**config.mk**
```make
export PLATFORM = sky130hd
export DESIGN_NAME = div_unit
export DESIGN_NICKNAME = d
export VERILOG_FILES = /design/src/rtl/div_unit.sv
export SDC_FILE = /design/constraint.sdc
export NUM_CORES = 1
export LEC_CHECK = 0
export BUFFER_PORTS_ARGS = -buffer_cell sky130_fd_sc_hd__buf_2
export CAP_MARGIN = 0
export CORE_UTILIZATION = 54
export CTS_CLUSTER_SIZE = 14
export DETAILED_ROUTE_END_ITERATION = 6
export GPL_TIMING_DRIVEN = 0
export PLACE_DENSITY = 0.78
export SKIP_CTS_REPAIR_TIMING = 1
export SLEW_MARGIN = 5
export SYNTH_ARGS = -nofsm -noshare
export SYNTH_HDL_FRONTEND = slang
export SYNTH_SLANG_ARGS = --single-unit
```
**constraint.sdc**
```tcl
create_clock -name clk -period 5.07 [get_ports clk]
set_clock_uncertainty 0.2 [all_clocks]
set_input_delay 0.507 -clock clk [delete_from_list [all_inputs] [get_ports clk]]
set_output_delay 0.507 -clock clk [all_outputs]
set_load 0.02 [all_outputs]
```
**src/rtl/div_unit.sv**
```systemverilog
`default_nettype none
// ============================================================================
//  Module      : div_unit
//  Description : Multi-cycle radix-2 restoring divider (DIV/DIVU) returning
//                quotient for LO and remainder for HI, with divide-by-zero,
//                zero-dividend early exit and flush-driven annul.
//  Revision    : 1.0 - initial release
// ============================================================================
module div_unit #(
    parameter int WIDTH      = 32,
    parameter int EARLY_ZERO = 1
) (
    input  logic             clk,
    input  logic             rst,
    input  logic             start_i,
    input  logic             signed_i,
    input  logic [WIDTH-1:0] dividend_i,
    input  logic [WIDTH-1:0] divisor_i,
    input  logic             annul_i,
    output logic [WIDTH-1:0] quotient_o,
    output logic [WIDTH-1:0] remainder_o,
    output logic             ready_o,
    output logic             busy_o,
    output logic             div_zero_o
);

    localparam int c_CNT_W = $clog2(WIDTH);
    localparam logic [c_CNT_W-1:0] c_LAST = c_CNT_W'(WIDTH - 1);

    localparam logic [1:0] c_IDLE    = 2'd0;
    localparam logic [1:0] c_DIVZERO = 2'd1;
    localparam logic [1:0] c_ON      = 2'd2;
    localparam logic [1:0] c_END     = 2'd3;

    logic [1:0]         r_state;
    logic [c_CNT_W-1:0] r_count;
    logic [WIDTH-1:0]   r_rem;
    logic [WIDTH-1:0]   r_dvd;
    logic [WIDTH-1:0]   r_dvs;
    logic               r_neg_q;
    logic               r_neg_r;
    logic [WIDTH-1:0]   r_quot;
    logic [WIDTH-1:0]   r_remd;
    logic               r_div_zero;

    logic               w_dvd_neg;
    logic               w_dvs_neg;
    logic [WIDTH-1:0]   w_dvd_mag;
    logic [WIDTH-1:0]   w_dvs_mag;
    logic               w_zero_exit;
    logic [WIDTH:0]     w_shift;
    logic [WIDTH:0]     w_diff;
    logic               w_qbit;
    logic [WIDTH-1:0]   w_rem_next;
    logic [WIDTH-1:0]   w_quo_next;
    logic [WIDTH-1:0]   w_quo_fix;
    logic [WIDTH-1:0]   w_rem_fix;

    // Magnitudes; the most negative value maps onto its own unsigned bit pattern.
    assign w_dvd_neg = signed_i & dividend_i[WIDTH-1];
    assign w_dvs_neg = signed_i & divisor_i[WIDTH-1];
    assign w_dvd_mag = w_dvd_neg ? ({WIDTH{1'b0}} - dividend_i) : dividend_i;
    assign w_dvs_mag = w_dvs_neg ? ({WIDTH{1'b0}} - divisor_i) : divisor_i;

    generate
        if (EARLY_ZERO != 0) begin : g_early_zero
            assign w_zero_exit = (dividend_i == {WIDTH{1'b0}});
        end else begin : g_no_early_zero
            assign w_zero_exit = 1'b0;
        end
    endgenerate

    // r_dvd shifts dividend bits out at the top while quotient bits enter at the bottom.
    assign w_shift    = {r_rem, r_dvd[WIDTH-1]};
    assign w_diff     = w_shift - {1'b0, r_dvs};
    assign w_qbit     = ~w_diff[WIDTH];
    assign w_rem_next = w_qbit ? w_diff[WIDTH-1:0] : w_shift[WIDTH-1:0];
    assign w_quo_next = {r_dvd[WIDTH-2:0], w_qbit};
    assign w_quo_fix  = r_neg_q ? ({WIDTH{1'b0}} - w_quo_next) : w_quo_next;
    assign w_rem_fix  = r_neg_r ? ({WIDTH{1'b0}} - w_rem_next) : w_rem_next;

    always_ff @(posedge clk or negedge rst) begin
        if (!rst) begin
            r_state    <= c_IDLE;
            r_count    <= '0;
            r_rem      <= '0;
            r_dvd      <= '0;
            r_dvs      <= '0;
            r_neg_q    <= 1'b0;
            r_neg_r    <= 1'b0;
            r_quot     <= '0;
            r_remd     <= '0;
            r_div_zero <= 1'b0;
        end else if (annul_i) begin
            r_state    <= c_IDLE;
            r_count    <= '0;
            r_rem      <= '0;
            r_dvd      <= '0;
            r_dvs      <= '0;
            r_neg_q    <= 1'b0;
            r_neg_r    <= 1'b0;
            r_quot     <= '0;
            r_remd     <= '0;
            r_div_zero <= 1'b0;
        end else begin
            case (r_state)
                c_IDLE: begin
                    if (start_i) begin
                        r_count <= '0;
                        r_rem   <= '0;
                        r_dvd   <= w_dvd_mag;
                        r_dvs   <= w_dvs_mag;
                        r_neg_q <= w_dvd_neg ^ w_dvs_neg;
                        r_neg_r <= w_dvd_neg;
                        r_quot  <= '0;
                        r_remd  <= '0;
                        if (divisor_i == {WIDTH{1'b0}}) begin
                            r_state <= c_DIVZERO;
                        end else if (w_zero_exit) begin
                            r_state <= c_END;
                        end else begin
                            r_state <= c_ON;
                        end
                    end
                end
                c_DIVZERO: begin
                    r_state    <= c_END;
                    r_quot     <= '0;
                    r_remd     <= '0;
                    r_div_zero <= 1'b1;
                end
                c_ON: begin
                    r_rem <= w_rem_next;
                    r_dvd <= w_quo_next;
                    if (r_count == c_LAST) begin
                        r_state <= c_END;
                        r_quot  <= w_quo_fix;
                        r_remd  <= w_rem_fix;
                    end else begin
                        r_count <= r_count + 1'b1;
                    end
                end
                c_END: begin
                    if (!start_i) begin
                        r_state    <= c_IDLE;
                        r_count    <= '0;
                        r_quot     <= '0;
                        r_remd     <= '0;
                        r_div_zero <= 1'b0;
                    end
                end
                default: begin
                    r_state <= c_IDLE;
                end
            endcase
        end
    end

    assign quotient_o  = r_quot;
    assign remainder_o = r_remd;
    assign div_zero_o  = r_div_zero;
    assign ready_o     = (r_state == c_END);
    assign busy_o      = (r_state == c_DIVZERO) || (r_state == c_ON);

endmodule
`default_nettype wire

```
==> results of run 1 <==
[power by group through the flow]
stage	combinational, W	clock [W]	sequential (W)
6_report	0.00183	0.00134	0.00172
5_1_grt	0.00201	0.00140	0.00173
4_1_cts	0.00173	0.00135	0.00170
3_5_place_dp	0.00172	0	0.00173
3_3_place_gp	0.00169	0	0.00172
2_1_floorplan	0.00122	0	0.00166
[flip-flops by register name (all words and copies together), names as in the netlist]
register / flops
quotient_o: 32
r_dvd: 32
r_dvs: 32
r_rem: 32
remainder_o: 32
r_count: 5
r_state: 2
div_zero_o: 1
r_neg_q: 1
r_neg_r: 1
[through the flow]
step	setup WS, ps	total power (W)
after floorplan	125	0.00288
after global placement	-1080	0.00341
after detailed placement	-1110	0.00345
after CTS	-1110	0.00478
after global routing	-20.3	0.00514
final	143	0.00488
[logic make-up (layout without fill, tap and decap cells)]
kind of cell / after synthesis / count (layout) / synth area share
adder cells (fa/ha/maj): 43 / 43 / 0.0461
XOR/XNOR: 148 / 148 / 0.109
buffers and inverters: 136 / 318 / 0.0475
AO/OA/AOI/OAI: 442 / 442 / 0.223
flip-flops: 170 / 170 / 0.359
multiplexers: 31 / 31 / 0.0267
AND/OR/NAND/NOR: 485 / 485 / 0.188
[final cells by class]
cell class,instances,area (um2)
clock buffer,17,425
buffer,77,388
multi-input combinational,1149,7170
fill,1848,7490
timing repair buffer,151,828
clock inverter,15,173
inverter,58,218
sequential,170,4260
tap,275,344
[cells in the final DEF (no fill, tap or decap), types with 6 or more instances in the layout]
cell,count
sky130_fd_sc_hd__a21o_1,14
sky130_fd_sc_hd__a21oi_1,92
sky130_fd_sc_hd__a21oi_2,8
sky130_fd_sc_hd__a22o_1,7
sky130_fd_sc_hd__a31oi_1,6
sky130_fd_sc_hd__buf_2,143
sky130_fd_sc_hd__buf_4,18
sky130_fd_sc_hd__clkbuf_1,53
sky130_fd_sc_hd__clkbuf_16,17
sky130_fd_sc_hd__dfrtp_1,169
sky130_fd_sc_hd__ha_1,41
sky130_fd_sc_hd__inv_1,56
sky130_fd_sc_hd__mux2i_1,26
sky130_fd_sc_hd__nand2_1,223
sky130_fd_sc_hd__nand2b_1,19
sky130_fd_sc_hd__nand3_1,13
sky130_fd_sc_hd__nand4_1,13
sky130_fd_sc_hd__nor2_1,106
sky130_fd_sc_hd__nor2b_1,8
sky130_fd_sc_hd__nor3_1,26
sky130_fd_sc_hd__nor4_1,16
sky130_fd_sc_hd__o211ai_1,8
sky130_fd_sc_hd__o21a_1,8
sky130_fd_sc_hd__o21ai_0,202
sky130_fd_sc_hd__o21ai_1,12
sky130_fd_sc_hd__o22ai_1,6
sky130_fd_sc_hd__o31ai_1,31
sky130_fd_sc_hd__o41ai_1,11
sky130_fd_sc_hd__or3_1,16
sky130_fd_sc_hd__or4_1,10
sky130_fd_sc_hd__xnor2_1,69
sky130_fd_sc_hd__xor2_1,76
[worst max-delay path: stages (launching register included)]
cell and delay [ps]:
sky130_fd_sc_hd__dfrtp_1 450, sky130_fd_sc_hd__ha_1 310, sky130_fd_sc_hd__buf_2 190, sky130_fd_sc_hd__nand2_1 100, sky130_fd_sc_hd__o21a_1 230, sky130_fd_sc_hd__o221ai_2 260
sky130_fd_sc_hd__a21oi_2 110, sky130_fd_sc_hd__o21a_1 240, sky130_fd_sc_hd__a21oi_2 150, sky130_fd_sc_hd__nand2b_1 130, sky130_fd_sc_hd__buf_6 120, sky130_fd_sc_hd__buf_12 150
sky130_fd_sc_hd__buf_12 120, sky130_fd_sc_hd__buf_12 130, sky130_fd_sc_hd__nand2_1 70, sky130_fd_sc_hd__o21ai_2 80, sky130_fd_sc_hd__ha_2 210, sky130_fd_sc_hd__inv_1 80
sky130_fd_sc_hd__nor4b_4 300, sky130_fd_sc_hd__nand3_2 160, sky130_fd_sc_hd__nor3_4 210, sky130_fd_sc_hd__o211ai_1 100, sky130_fd_sc_hd__buf_4 200, sky130_fd_sc_hd__o31ai_4 210
sky130_fd_sc_hd__xnor2_2 180, sky130_fd_sc_hd__o21ai_1 80
[final timing paths]
path | startpoint | to | slack (ps) | cells after the start
setup / recovery | r_rem[17] | remainder_o[28] | 140 | 25
hold reg to reg | remainder_o[11] | remainder_o[11] | 280 | 2
min in group asynchronous | rst | r_count[1] | 350 | 2
hold / removal | divisor_i[12] | r_dvs[12] | 160 | 3
max in group asynchronous | rst | r_rem[16] | 3320 | 3
setup reg to reg | r_rem[17] | remainder_o[28] | 140 | 25
[per-layer routing]
layer | GRT usage | vias to the layer above | wire length [um]
met5 | 0 | - | 0
met4 | 0.111 | 0 | 664
met3 | 0.0518 | 48 | 2840
met2 | 0.479 | 511 | 15400
met1 | 0.470 | 5477 | 16200
li1 | - | 5434 | -
==> impl_results.md, run 1 <==
- Maximum number of pins on one net before global-route repair: 123
- Number of maximum-capacitance constraint violations: 0
- Worst Hold Slack: 162 ps
- Antenna diode count: 0
- Clock power share: 0.274
- Number of global-route vias before repair: 10,600
- DRT Pass-1 Iters: 7
- Global-route usage over all layers: 0.321
- Ports placed on the boundary: 136
- Final wirelength: 35.1 mm
- Fraction of final layout cells sized beyond drive strength 1: 0.156
- Endpoint arrival time on the critical path: 5040 ps
- Leading post-synthesis cells by instance count: sky130_fd_sc_hd__nand2_1 (223), sky130_fd_sc_hd__o21ai_0 (206), sky130_fd_sc_hd__dfrtp_1 (170), sky130_fd_sc_hd__nor2_1 (106), sky130_fd_sc_hd__a21oi_1 (97)
- Total of endpoints with negative setup slack in the final report: 0
- Die area: 22,500 um2
- Initial antenna violation count: 0
- RD Place Congestion: 0.957
- Post-detailed-placement half-perimeter wirelength: 27.4 mm
- Power per Cell Area: 354 nW/um2
- Result of the run: complete, no violations
- Overall via count from detail_route: 11,500
- Net Sw Power: 0.00206 W
- Number of H-tree branching levels: 4
- Data required time at the worst endpoint: 5180 ps
- Static leakage power: 6.17 nW
- Post-Syn Nets: 1,567
- Final worst-path cycle share: 0.972
- Yosys warning count: 0
- Most numerous cell in the Yosys netlist: sky130_fd_sc_hd__nand2_1
- Worst min path class: primary input to register
- Post-Syn Area per Cell: 8.14 um2
- Top cells by area, synth: sky130_fd_sc_hd__dfrtp_1 (36%), sky130_fd_sc_hd__o21ai_0 (8.7%), sky130_fd_sc_hd__nand2_1 (7.1%), sky130_fd_sc_hd__xor2_1 (5.6%), sky130_fd_sc_hd__xnor2_1 (5.3%)
- Routed len/inst: 18.4 um
- Cell Area, Synth: 11,800 um2
- Final Instance Count excl. Fillers: 1,912
- Net total in the final layout: 1,736
- Count of flip-flops with a built-in enable after synthesis: 0
- Overall die width: 150 um
- Area share of the largest cell type after synthesis: 0.359
- Die Y-Extent: 150 um
- Clock edge transition at the registers on the reported setup and hold paths: 70 ps
- Type of the worst setup path: register to register
- Fin. max-slew vios: 0
- Final total negative setup slack: 0 ps
- Register bit count reported by yosys: 170
- Slew headroom: 0.295
- Number of sinks driven by the clock tree: 170
- Number of unique standard cell types used by synthesis: 74
- Max Fanout on Critical Path: 10
- Maximum VDD drop: 0.316 mV
- Final Critical Period: 4930 ps
- Fraction of registers with async set or reset after synthesis: 1.00
- Layout overhead on the synthesized area: 16.5%
- Remaining global-route overflow: 0
- Final cell area excluding filler cells: 13,800 um2
- Most area-hungry cell type in the Yosys netlist: sky130_fd_sc_hd__dfrtp_1
- Port buffer count: 135
- Placed cell areas: 12,900 um2
- RSZ-0062 raised after global routing: true
- Vias per cell: 6.00
- Clock root buffer: sky130_fd_sc_hd__clkbuf_16
- DRC Markers: 0
- Crit start category: register
- Maximum clock rate: 0.203 GHz
- CTS tree: done
- Synthesized netlist cell count: 1,455
- Std-Cell Rows: 53
- Clock tree buffer depth: 2
- Seq pwr share: 0.351
- Clock latency reported for the late side of the worst-skew pair: 440 ps
- Iteration-0 DRC count of the detailed router: 968
- Initial core utilization: 0.556
- Slew @ Worst Pin: 1060 ps
- Design internal power: 0.00283 W
- Core region area: 21,300 um2
- Wire length of the first global-routing pass: 55.8 mm
- Combinational fraction of design power: 0.374
- Util after Layout: 0.648
- Number of cells in the design after placement: 1,866
- Number of failing hold endpoints at the final stage: 0
- Switching part of the total: 0.421
- Sequential area share after synthesis: 0.359
- Endpoint type of the worst setup path: register
- Remaining antenna violation count after routing: 0
- Most common flop cell mapped by yosys: sky130_fd_sc_hd__dfrtp_1
- Number of buffers created by CTS: 17
(Power assumes the default switching activity.)
==> run 2, diff against run 1 <==
- GPL_TIMING_DRIVEN: 0 -> default
==> run 2 against run 1 <==
Compared with the run above:
- the flow now finishes with violations (hold timing)
- critical endpoint is now remainder_o[30]
- critical path depth fell by 2
- first-iteration DRC count shrank 2.9%
- largest power group is now sequential cells
- final area shrank 4.1%
==> impl_results.md, run 2 (synthesized netlist as in run 1, its figures left out) <==
- Static leakage power: 5.93 nW (-3.9%)
- Number of maximum-capacitance constraint violations: 0 (unchanged)
- Result of the run: finished with violations
- RD Place Congestion: 0.974 (+1.8%)
- Total of endpoints with negative setup slack in the final report: 0 (unchanged)
- Fill cell instance count of the final layout: 1,893 (+2.4%)
- Launching instance or port of the critical path: r_dvd[31]
- Final cell area excluding filler cells: 13,200 um2 (-4.1%)
- Maximum clock rate: 0.213 GHz (+5.2%)
- Final worst-path cycle share: 0.924 (-0.0480)
- Fin. max-slew vios: 0 (unchanged)
- Max stage delay on crit path: 410 ps (-40 ps)
- Worst r2r dst: remainder_o[30]
- Worst Hold Slack: -3.96 ps (-166 ps)
- Overall die width: 150 um (unchanged)
- Reg2Reg Setup Slack: 390 ps (+240 ps)
- Die Y-Extent: 150 um (unchanged)
- Most frequent cells in the layout: sky130_fd_sc_hd__nand2_1 (223), sky130_fd_sc_hd__o21ai_0 (204), sky130_fd_sc_hd__dfrtp_1 (170)
- Wire length of the first global-routing pass: 52.5 mm (-5.9%)
- Clock tree buffer depth: 2 (unchanged)
- Global-route usage over all layers: 0.299 (-0.0224)
- Antenna diode count: 0 (unchanged)
- Critical path, cell by cell: inv_1, ha_1, fa_1, nand2b_1, a21oi_2, o21bai_2, a21oi_2, o2111ai_2, a21oi_2, nand2b_4, a21oi_1, inv_1, ha_1, inv_1, nor4b_2, buf_4, nand3_1, nor3_2, o211ai_1, buf_4, o31ai_1, xnor2_1, o21ai_1
- Layout overhead on the synthesized area: 11.8%
- Core region area: 21,300 um2 (unchanged)
- R2R Path Start: r_dvd[31]
- Placed cell areas: 12,700 um2 (-1.7%)
- Clock edge transition at the registers on the reported setup and hold paths: 70 ps (about the same)
- Clock root buffer: sky130_fd_sc_hd__clkbuf_16
- DRC Markers: 0 (unchanged)
- CTS tree: done
- Remaining antenna violation count after routing: 0 (unchanged)
- Routed len/inst: 17.8 um (-3.1%)
- Initial antenna violation count: 0 (unchanged)
- Initial core utilization: 0.556 (unchanged)
- Max Fanout on Critical Path: 8 (-2)
- Maximum VDD drop: 0.228 mV (-28%)
- Bufs and invs on worst path: 5 (-2)
- Most common library cell in the layout ignoring fill and taps: sky130_fd_sc_hd__nand2_1
- Ports placed on the boundary: 136 (unchanged)
- Std-Cell Rows: 53 (unchanged)
- Number of sinks driven by the clock tree: 170 (unchanged)
- Number of global-route vias before repair: 10,000 (-5.4%)
- Cell type group with the largest total delay on the critical path: compound AO/OA/AOI/OAI gates
- Iteration-0 DRC count of the detailed router: 940 (-2.9%)
- Worst setup timing slack at the placement stage: 20.5 ps (+1130 ps)
- Power per Cell Area: 350 nW/um2 (-1.2%)
- Remaining global-route overflow: 0 (unchanged)
- Clock latency reported for the late side of the worst-skew pair: 440 ps (about the same)
- Data required time at the worst endpoint: 5180 ps (about the same)
- Overall via count from detail_route: 11,000 (-4.3%)
- Number of buffers created by CTS: 17 (unchanged)
- Die area: 22,500 um2 (unchanged)
- Fraction of final layout cells sized beyond drive strength 1: 0.142 (-0.0145)
- Net total in the final layout: 1,659 (-4.4%)
- Post-detailed-placement half-perimeter wirelength: 24.5 mm (-11%)
- Termination of the worst setup path: remainder_o[30]
- Overall power after layout: 0.00463 W (-5.2%)
- DRT Pass-1 Iters: 5 (-2)
- Endpoint type of the worst setup path: register
- Final Critical Period: 4680 ps (-243 ps)
- Cell type of the slowest stage on the worst timing path: sky130_fd_sc_hd__fa_1
- Maximum number of pins on one net before global-route repair: 110 (-11%)
- Port buffer count: 135 (unchanged)
- Violated checks: hold timing
- Util after Layout: 0.622 (-0.0263)
- Type of the worst setup path: register to register
- Crit start category: register
- Vias per cell: 5.99 (-0.18%)
- Final wirelength: 32.6 mm (-7.1%)
- Worst min path class: primary input to asynchronous set/reset pin
- Slew @ Worst Pin: 1200 ps (+147 ps)
- Worst-case reg-to-reg path depth: 23 (-8.0%)
- Final setup slack of the worst path: 386 ps (+243 ps)
- Depth of the critical timing path with buffers and inverters included: 23 (-8.0%)
- Endpoint arrival time on the critical path: 4800 ps (-240 ps)
- Slew headroom: 0.195 (-0.0995)
- Number of failing hold endpoints at the final stage: 3 (+3)
- Number of H-tree branching levels: 4 (unchanged)
run 2: cell types whose count changed in the layout (fill, tap and decap cells not counted), moves of 4 or more:
cell                       previous run  this run
sky130_fd_sc_hd__buf_2              143       134
sky130_fd_sc_hd__buf_4               18        14
sky130_fd_sc_hd__clkbuf_1            53         1
sky130_fd_sc_hd__buf_1                4         0
run 2: worst min-delay path by stage:
stage                          end            from
global placement    quotient_o[15]  quotient_o[15]
finish                  r_count[4]             rst
global route            r_count[2]             rst
detailed placement  quotient_o[15]  quotient_o[15]
CTS                     r_count[4]             rst
floorplan               div_zero_o             rst
run 2: per-layer routing:
metal  part of all wire  GRT usage  up-vias
met5                  0          0        -
met4              0.019     0.0929        0
met3              0.075     0.0421       52
met2               0.43      0.435      448
met1               0.48      0.454     5196
li1                   -          -     5280
run 2: cell type report:
| cell class | instances | area [um2] | area share |
|---|---|---|---|
| Tap cell | 275 | 344 | 0.0260 |
| Inverter | 58 | 218 | 0.0164 |
| Clock buffer | 18 | 429 | 0.0324 |
| Clock inverter | 12 | 96.3 | 0.00728 |
| Sequential cell | 170 | 4250 | 0.321 |
| Multi-Input combinational cell | 1149 | 7070 | 0.534 |
| Timing Repair Buffer | 151 | 827 | 0.0625 |
run 2: report_power, final:
group	internal [W]	total [W]	leakage [nW]	switching, W
Clock	0.000628	0.00120	0.251	0.000575
Combinational	0.000579	0.00170	3.36	0.00112
Sequential	0.00151	0.00173	2.32	0.000219
Total	0.00271	0.00463	5.93	0.00192
run 2: per-stage QoR:
step	cells	setup TNS, ps
6_report	1833	0
5_1_grt	1833	-298
4_1_cts	1832	0
3_5_place_dp	1802	0
3_3_place_gp	1802	0
2_1_floorplan	1455	0
run 2: worst reg2reg max path, cell delays in order, from the launching register on:
cell                        delay, ps
sky130_fd_sc_hd__dfrtp_1          390
sky130_fd_sc_hd__inv_1             80
sky130_fd_sc_hd__ha_1             220
sky130_fd_sc_hd__fa_1             410
sky130_fd_sc_hd__nand2b_1         190
sky130_fd_sc_hd__a21oi_2          210
sky130_fd_sc_hd__o21bai_2         120
sky130_fd_sc_hd__a21oi_2          200
sky130_fd_sc_hd__o2111ai_2        170
sky130_fd_sc_hd__a21oi_2          160
sky130_fd_sc_hd__nand2b_4         200
sky130_fd_sc_hd__a21oi_1           90
sky130_fd_sc_hd__inv_1            120
sky130_fd_sc_hd__ha_1             190
sky130_fd_sc_hd__inv_1             80
sky130_fd_sc_hd__nor4b_2          280
sky130_fd_sc_hd__buf_4            170
sky130_fd_sc_hd__nand3_1          110
sky130_fd_sc_hd__nor3_2           190
sky130_fd_sc_hd__o211ai_1         120
sky130_fd_sc_hd__buf_4            190
sky130_fd_sc_hd__o31ai_1          250
sky130_fd_sc_hd__xnor2_1          170
sky130_fd_sc_hd__o21ai_1           70
==> run 3, diff against run 2 <==
--- a/config.mk
+++ b/config.mk
@@ -7,2 +7,3 @@
 export LEC_CHECK = 0
+export ABC_CLOCK_PERIOD_IN_PS = 5070
 export BUFFER_PORTS_ARGS = -buffer_cell sky130_fd_sc_hd__buf_2
==> constraint.sdc (replaced) <==
create_clock -name clk -period 5.07 [get_ports clk]
set_clock_uncertainty 0.2 [all_clocks]
set_input_delay 1.014 -clock clk [delete_from_list [all_inputs] [get_ports clk]]
set_output_delay 1.014 -clock clk [all_outputs]
set_load 0.02 [all_outputs]
==> run 3 against run 2 <==
Compared with the run above:
- die area did not move
- clock-buffer cell count fell by 1
- critical path type unchanged
- highest routed layer unchanged
- the run now ends clean
- worst setup slack got worse by 110 ps
- clock power rose by 7%
- sequential power barely moved
- final area rose by 0.20%
==> impl_results.md, run 3 (synthesized netlist as in run 1, its figures left out) <==
- Number of maximum-capacitance constraint violations: 0 (unchanged)
- RD Place Congestion: 0.926 (-5.0%)
- Bufs and invs on worst path: 4 (-1)
- Routed length on met2: 13.9 mm (-0.12%)
- Final worst-path cycle share: 0.945 (+0.0215)
- Ports placed on the boundary: 136 (unchanged)
- Type of the worst setup path: register to register
- Slew headroom: 0.273 (+0.0781)
- Number of H-tree branching levels: 4 (unchanged)
- Final Critical Period: 4790 ps (+109 ps)
- Power per Cell Area: 355 nW/um2 (+1.5%)
- Die area: 22,500 um2 (unchanged)
- Global-route usage over all layers: 0.297 (-0.00174)
- Maximum VDD drop: 0.278 mV (+22%)
- Endpoint arrival time on the critical path: 4890 ps (+90 ps)
- Wire length of the first global-routing pass: 52.4 mm (-0.24%)
- Number of global-route vias before repair: 10,000 (-0.10%)
- Overall die width: 150 um (unchanged)
- Number of failing hold endpoints at the final stage: 0 (-3)
- DRT Pass-1 Iters: 5 (unchanged)
- Max stage delay on crit path: 420 ps (about the same)
- Number of sinks driven by the clock tree: 170 (unchanged)
- Final total negative setup slack: 0 ps (unchanged)
- Clock tree buffer depth: 2 (unchanged)
- Reg2Reg Setup Slack: 280 ps (-110 ps)
- CTS tree: done
- Sum of met3 wire segment lengths after detailed routing: 3.06 mm (+25%)
- Fin. max-slew vios: 0 (unchanged)
- RSZ-0062 raised after global routing: false
- Clock root buffer: sky130_fd_sc_hd__clkbuf_16
- Cell type of the slowest stage on the worst timing path: sky130_fd_sc_hd__fa_1
- Antenna diode count: 0 (unchanged)
- Data required time at the worst endpoint: 5170 ps (about the same)
- Remaining global-route overflow: 0 (unchanged)
- Cell type group with the largest total delay on the critical path: compound AO/OA/AOI/OAI gates
- Maximum clock rate: 0.209 GHz (-2.3%)
- Crit start category: register
- Startpoint of the tightest hold check path: quotient_o[12]
- Endpoint type of the worst setup path: register
- Static leakage power: 5.94 nW (+0.20%)
- Vias per cell: 6.05 (+0.98%)
- Most common library cell in the layout ignoring fill and taps: sky130_fd_sc_hd__nand2_1
- Port buffer count: 135 (unchanged)
- Number of buffers created by CTS: 17 (unchanged)
- Worst r2r dst: remainder_o[28]
- Most frequent cells in the layout: sky130_fd_sc_hd__nand2_1 (223), sky130_fd_sc_hd__o21ai_0 (204), sky130_fd_sc_hd__dfrtp_1 (170)
- Overall via count from detail_route: 11,100 (+1.1%)
- Top Layer Used: met4
- Util after Layout: 0.623 (+0.00123)
- Depth of the worst hold-timing path: 2
- Library cell appearing most often on the critical path: sky130_fd_sc_hd__inv_1
- Routed len/inst: 17.9 um (+0.29%)
- Layout overhead on the synthesized area: 12.0%
- Worst min path class: register to register
- Std-Cell Rows: 53 (unchanged)
- Core region area: 21,300 um2 (unchanged)
- Initial core utilization: 0.556 (unchanged)
- End point of the worst hold path: quotient_o[12]
- Iteration-0 DRC count of the detailed router: 884 (-6.0%)
- Maximum number of pins on one net before global-route repair: 91 (-17%)
- DRC Markers: 0 (unchanged)
- Worst-case reg-to-reg path depth: 23 (unchanged)
- Clock latency reported for the late side of the worst-skew pair: 440 ps (about the same)
- Total of endpoints with negative setup slack in the final report: 0 (unchanged)
- Clock edge transition at the registers on the reported setup and hold paths: 70 ps (about the same)
- Wire length on met1: 15.3 mm (-2.3%)
- Max Fanout on Critical Path: 5 (-3)
- Initial antenna violation count: 0 (unchanged)
- Fraction of final layout cells sized beyond drive strength 1: 0.143 (+0.00110)
- Result of the run: complete, no violations
- Critical path, cell by cell: inv_1, ha_1, fa_1, nand2b_1, a21oi_2, o21bai_2, a21oi_2, o2111ai_2, nand3_1, nand2b_2, nor2_1, a21oi_1, inv_1, ha_1, inv_1, nor4b_1, buf_4, nand3_1, nor3_2, o211ai_1, o31ai_2, xnor2_1, o21ai_1
- Final wirelength: 32.8 mm (+0.40%)
- Slew @ Worst Pin: 1090 ps (-117 ps)
- Post-detailed-placement half-perimeter wirelength: 24.8 mm (+0.98%)
- Remaining antenna violation count after routing: 0 (unchanged)
- Net total in the final layout: 1,659 (unchanged)
- R2R Path Start: r_dvd[31]
- Die Y-Extent: 150 um (unchanged)
## run 3: where the power goes
group / switching (W) / total [W] / leakage [nW] / internal, W
Clock: 0.000630 / 0.00128 / 0.274 / 0.000655
Combinational: 0.00113 / 0.00170 / 3.35 / 0.000572
Sequential: 0.000217 / 0.00172 / 2.32 / 0.00151
## run 3: how the worst max path moves through the flow
stage	startpoint	endpoint	cells past startpoint
2_1_floorplan	r_dvd[31]	remainder_o[30]	25
3_3_place_gp	r_dvd[31]	remainder_o[30]	21
3_5_place_dp	r_dvd[31]	remainder_o[24]	21
4_1_cts	r_dvd[31]	remainder_o[30]	21
5_1_grt	r_dvd[31]	remainder_o[28]	22
6_report	r_dvd[31]	remainder_o[28]	23
## run 3: worst register-to-register path: cells and delay by family (launching register included)
family | cells | cell delay, ps
and+or+nand+nor | 7 | 1210
AOI/OAI and AO/OA | 8 | 1430
buffers and inverters | 4 | 450
adders and majority gates | 3 | 840
DFF | 1 | 400
xor gates and xnor gates | 1 | 150
## run 3: per-layer routing
metal  up-vias  GRT usage
met4         0     0.0758
met3        47     0.0607
li1       5287          -
met2       522      0.431
met1      5240      0.447
met5         -          0
## run 3: final cells by class
cell class,instances,area (um2)
clock buffer,17,425
tap,275,344
inverter,58,218
multi-input combinational,1149,7060
sequential,170,4250
timing repair buffer,151,815
fill,1870,8020
clock inverter,15,149
## run 3: through the flow
| step | cell area, um2 | hold slack, ps | power (W) | setup slack, ps | cells |
|---|---|---|---|---|---|
| finish | 13300 | 276 | 0.00471 | 277 | 1835 |
| global placement | 12700 | 257 | 0.00335 | 412 | 1803 |
| CTS | 13300 | 280 | 0.00468 | 213 | 1835 |
| floorplan | 11800 | 238 | 0.00288 | 125 | 1455 |
| global route | 13300 | 291 | 0.00495 | 24.1 | 1835 |
| detailed placement | 12700 | 262 | 0.00339 | 244 | 1803 |
